$ cat src/rtl/run_control_monitor_pkg.sv
// Shared definitions for the run-control/halt monitor.
// State encodings and drain-counter width helper.
package run_control_monitor_pkg;

    localparam int ST_W = 2;

    typedef enum logic [ST_W-1:0] {
        ST_IDLE  = 2'd0,
        ST_RUN   = 2'd1,
        ST_DRAIN = 2'd2,
        ST_END   = 2'd3
    } state_t;

    function automatic int drain_w(input int d);
        return (d > 1) ? $clog2(d) : 1;
    endfunction

endpackage

$ cat src/rtl/run_control_monitor_sat_counter.sv
// Saturating up-counter with synchronous clear.
// Holds at all-ones instead of wrapping.
module run_control_monitor_sat_counter #(
    parameter int W = 32
) (
    input  logic         clk,
    input  logic         rst_n,
    input  logic         en,
    input  logic         clr,
    output logic [W-1:0] q
);

    always_ff @(posedge clk or negedge rst_n) begin
        if (!rst_n) begin
            q <= '0;
        end else if (clr) begin
            q <= '0;
        end else if (en && (q != '1)) begin
            q <= q + 1'b1;
        end
    end

endmodule

$ cat src/rtl/run_control_monitor.sv
// Run-control/halt monitor: counts cycles and retired ops,
// drains after the halt opcode, optional watchdog timeout.
module run_control_monitor
    import run_control_monitor_pkg::*;
#(
    parameter int              OP_W    = 6,
    parameter logic [OP_W-1:0] HALT_OP = '1,
    parameter int              CNT_W   = 32,
    parameter int              DRAIN   = 10,
    parameter int              TIMEOUT = 0
) (
    input  logic             sysclk,
    input  logic             cpu_resetn,
    input  logic             run_en,
    input  logic             clr,
    input  logic             op_valid,
    input  logic [OP_W-1:0]  op_w,
    output logic [ST_W-1:0]  state,
    output logic [CNT_W-1:0] cycle_cnt,
    output logic [CNT_W-1:0] instr_cnt,
    output logic [CNT_W-1:0] halt_cycle,
    output logic             done,
    output logic             timeout
);

    localparam int DW = drain_w(DRAIN);

    state_t        st;
    logic [DW-1:0] drain_cnt;
    logic          in_run;
    logic          cyc_en;
    logic          ins_en;
    logic          is_halt;
    logic          wd_hit;

    assign in_run  = run_en && (st == ST_RUN);
    assign cyc_en  = run_en && ((st == ST_RUN) || (st == ST_DRAIN));
    assign ins_en  = in_run && op_valid;
    assign is_halt = ins_en && (op_w == HALT_OP);
    // A zero limit disables the watchdog entirely
    assign wd_hit  = (TIMEOUT > 0) && in_run
                   && (cycle_cnt == CNT_W'(TIMEOUT - 1));
    assign state   = st;

    run_control_monitor_sat_counter #(.W(CNT_W)) u_cyc (
        .clk   (sysclk),
        .rst_n (cpu_resetn),
        .en    (cyc_en),
        .clr   (clr),
        .q     (cycle_cnt)
    );

    run_control_monitor_sat_counter #(.W(CNT_W)) u_ins (
        .clk   (sysclk),
        .rst_n (cpu_resetn),
        .en    (ins_en),
        .clr   (clr),
        .q     (instr_cnt)
    );

    always_ff @(posedge sysclk or negedge cpu_resetn) begin
        if (!cpu_resetn) begin
            st         <= ST_IDLE;
            drain_cnt  <= '0;
            halt_cycle <= '0;
            done       <= 1'b0;
            timeout    <= 1'b0;
        end else if (clr) begin
            st         <= ST_IDLE;
            drain_cnt  <= '0;
            halt_cycle <= '0;
            done       <= 1'b0;
            timeout    <= 1'b0;
        end else begin
            unique case (st)
                ST_IDLE: begin
                    if (run_en) st <= ST_RUN;
                end
                ST_RUN: begin
                    if (is_halt) begin
                        st         <= ST_DRAIN;
                        halt_cycle <= cycle_cnt;
                        drain_cnt  <= DW'(DRAIN - 1);
                    end else if (wd_hit) begin
                        st      <= ST_END;
                        timeout <= 1'b1;
                    end
                end
                ST_DRAIN: begin
                    if (run_en) begin
                        if (drain_cnt == '0) begin
                            st   <= ST_END;
                            done <= 1'b1;
                        end else begin
                            drain_cnt <= drain_cnt - 1'b1;
                        end
                    end
                end
                ST_END: begin
                    st <= ST_END;
                end
                default: begin
                    st <= ST_IDLE;
                end
            endcase
        end
    end

endmodule

$ cat config.mk
export PLATFORM = sky130hd
export DESIGN_NAME = run_control_monitor
export DESIGN_NICKNAME = d
export VERILOG_FILES = /design/src/rtl/run_control_monitor_pkg.sv /design/src/rtl/run_control_monitor_sat_counter.sv /design/src/rtl/run_control_monitor.sv
export SDC_FILE = /design/constraint.sdc
export NUM_CORES = 1
export LEC_CHECK = 0
export ABC_AREA = 1
export BUFFER_PORTS_ARGS = -buffer_cell sky130_fd_sc_hd__buf_2
export CAP_MARGIN = 20
export CORE_MARGIN = 4
export CORE_UTILIZATION = 53
export CTS_BUF_LIST = sky130_fd_sc_hd__clkbuf_2 sky130_fd_sc_hd__clkbuf_4 sky130_fd_sc_hd__clkbuf_8
export DETAILED_ROUTE_END_ITERATION = 16
export PLACE_DENSITY = 0.79
export SLEW_MARGIN = 20
export SYNTH_ARGS = -nofsm -noshare
export SYNTH_HDL_FRONTEND = slang
export SYNTH_SLANG_ARGS = --single-unit
$ cat constraint.sdc
create_clock -name sysclk -period 2 [get_ports sysclk]
set_clock_uncertainty 0.1 [all_clocks]
set_input_delay 0.2 -clock sysclk [delete_from_list [all_inputs] [get_ports sysclk]]
set_output_delay 0.2 -clock sysclk [all_outputs]
set_load 0.02 [all_outputs]
==> flow_summary.yaml <==
power:
  irDropWorstVdd_v: 0.000456
  totalPowerFinal_mw: 4.92
  leakagePower_nw: 3.94
  p_per_area_nw_per_um2: 656
routing:
  drt_iter0_markers: 572
  firstDrtPassIters: 7
  vias: 6218
  drc: 0
  via_per_inst: 5.30
  wire_per_inst_um: 14.6
  ant_nets: 0
  finalWirelength_mm: 17.1
final_layout:
  final_cells: 1173
  nNetsFinal: 1045
  antenna_cells: 0
  syn_to_final_growth_pct: 21.5
  layout-drive-gt1-share_pct: 22.0
synthesis:
  synthCells: 878
  postSynthAreaPerCell_um2: 7.02
  syn_area_um2: 6170
  syn-num-nets: 897
  synth_seq_area_share_pct: 41.8
  yosys_warnings: 0
  synth-seq-cells: 103
  ys_types: 35
critical_path:
  crit_required_ps: 2180
  r2r_setup_slack_ps: 90
  ff2ff_path_depth: 9
  crit_path_end_kind: "register"
  crit_fanout: 14
  critical_path.reg2reg.startpoint: "u_cyc.q[1]"
  cp-start-kind: "register"
  crit_arrival_ps: 2090
  criticalPathCategory: "reg -> reg"
  rr_endpoint: "u_cyc.q[28]"
placed_design:
  port-buffer-count: 109
  place_congestion: 0.914
  dp_cells: 1147
  hpwlAfterDp_mm: 12.4
timing:
  max_freq_mhz: 522
  slew_violations: 0
  setup_violations: 0
  relSlewSlack_pct: 57.0
  finalHoldViolCount: 0
  worst_slew_pin_slew_ps: 646
  fin_setup_tns_ps: 0
  min_period_ps: 1910
  finalCritPeriodShare_pct: 95.7
global_routing:
  grt_max_degree: 104
  antenna_found_initial: 0
  grt_pass1_vias: 5721
  grt_use_total_pct: 25.9
  grt_pass1_wl_mm: 27.8
  grt_overflow: 0
flow_run:
  cap_violations: 0
worst_hold_path:
  holdCritStartpoint: "run_en"
  hold_end: "done"
  hold_path.class: "in -> reg"
  hold_path_depth: 2
die:
  dieArea_um2: 13400
  io_pins: 111
  start_util_pct: 54.0
  num_rows: 39
  die_h_um: 116
  fp.dieW_um: 116
  core_area_um2: 11400
clock_tree:
  clk_latency_ps: 380
  cts_buffers: 9
  root_buffer: "clkbuf_8"
  clock-sinks: 103
  h-tree-depth: 3
  cts_tree: "built"
  clk_pin_slew_worst_paths_ps: 100
  max-clock-path-buffers: 2
status:
  status: "completed"
registers in the layout, indices dropped and copies added (netlist names):
signal	cells
u_ins.q	32
done	1
u_cyc.q	32
state	2
halt_cycle	32
drain_cnt	4
how the worst max path moves through the flow:
stage                           from       endpoint  slack [ps]
after CTS                 u_cyc.q[1]    u_cyc.q[19]          -1
after floorplan             state[1]  halt_cycle[0]          20
after global placement    u_cyc.q[1]    u_cyc.q[19]          20
after detailed placement    state[1]  halt_cycle[2]         -70
final                     u_cyc.q[1]    u_cyc.q[28]          90
after global routing      u_cyc.q[1]    u_cyc.q[16]         -30
per-layer routing:
metal  wire, µm  global-route usage (%)  up-vias
li1           -                       -     3082
met1       7490                    34.4     2892
met2       8280                    42.8      209
met3       1030                    5.17       35
met4        347                    8.43        0
met5          0                       0        -
layout make-up:
class	instances	area [µm²]
clock buffers	10	138
well taps	143	179
repair buffers	159	967
multi-input cells	670	3230
flip-flops and latches	103	2580
fillers	1036	3930
inverters	83	324
clock inverters	5	82.6
stage by stage:
step / utilization (%) / hold slack, ps / setup slack [ps] / area [µm²]
after floorplan: - / -196 / 17.6 / 6170
after global placement: 62.3 / 212 / 20.7 / 7110
after detailed placement: 62.3 / 217 / -70.9 / 7110
after CTS: 64.5 / 25.0 / -0.993 / 7370
after global routing: 65.6 / 70.5 / -26.0 / 7490
final: 65.6 / 60.6 / 85.0 / 7490
where the power goes:
group	total [mW]	internal, mW	switching, mW
clock	1.48	0.732	0.745
combinational	1.19	0.408	0.782
sequential	2.25	2.17	0.0770
total	4.92	3.31	1.60
placed cells by master (no fill, tap or decap), drive strengths merged:
cell type	netlist	layout
nor3	3	3
ha	8	8
nand3b	6	6
dlygate4sd3	0	1
nand2	291	293
or2	6	6
inv	82	81
a32o	1	1
o31ai	4	4
bufinv	0	2
clkbuf	7	10
conb	1	1
mux2	13	13
clkinv	1	2
dfrtp	103	103
nor2	151	151
buf	17	158
nand4	8	8
xnor2	4	4
o2111ai	1	1
o21ai	40	40
nand3	97	97
clkinvlp	0	3
a22oi	1	1
a21oi	23	23
xor2	10	10
synthesized netlist by cell type:
| cell type | n | area share, % |
|---|---|---|
| nand2_4 | 5 | 0.91 |
| nand3b_1 | 6 | 0.73 |
| ha_1 | 8 | 1.6 |
| inv_1 | 81 | 4.9 |
| nor2_2 | 6 | 0.61 |
| buf_6 | 2 | 0.37 |
| clkinv_2 | 1 | 0.081 |
| nand2_2 | 2 | 0.20 |
| nor2_8 | 1 | 0.32 |
| o21ai_1 | 3 | 0.24 |
| nand3_1 | 95 | 7.7 |
| o31ai_1 | 4 | 0.49 |
| buf_2 | 5 | 0.41 |
| nand3_4 | 1 | 0.28 |
| buf_1 | 4 | 0.24 |
| clkbuf_1 | 7 | 0.43 |
| nand3_2 | 1 | 0.16 |
| inv_2 | 1 | 0.061 |
| nor3_1 | 3 | 0.24 |
| o21ai_0 | 37 | 3.0 |
| a21oi_1 | 23 | 1.9 |
| or2_2 | 6 | 0.61 |
| xor2_1 | 10 | 1.4 |
| nor2_4 | 2 | 0.37 |
| a22oi_1 | 1 | 0.12 |
| conb_1 | 1 | 0.061 |
| buf_4 | 6 | 0.73 |
| nand2_1 | 284 | 17 |
| nand4_1 | 8 | 0.81 |
| xnor2_1 | 4 | 0.57 |
| mux2_2 | 13 | 2.4 |
| dfrtp_1 | 103 | 42 |
| o2111ai_1 | 1 | 0.14 |
| a32o_1 | 1 | 0.16 |
| nor2_1 | 142 | 8.6 |
cell families after synthesis:
kind of cell,after synthesis,synth area share (%)
xor+xnor,14,1.99
mux,13,2.37
compound gates,70,6.03
other cells,1,0.0608
fa+ha+maj,8,1.62
simple gates,562,38.9
buf+inv,107,7.24
flops,103,41.8
critical path: stages (launching register included):
cell	delay (ps)
dfrtp_1	440
ha_4	180
nand2_1	70
nor2_2	120
nand2_2	110
nor2_4	220
nand3_4	130
buf_6	180
a21oi_1	180
nor2_1	70
what timing repair did:
item                                   in CTS  in global routing
hold buffers                                1                  0
setup buffers                               0                  8
gates resized for setup                     4                 18
gates cloned                                2                  0
setup endpoints to repair                  49                 93
pin swaps                                   2                  2
endpoints found under the hold margin     103                  0
Note: power is estimated with default switching activity, not from simulation.
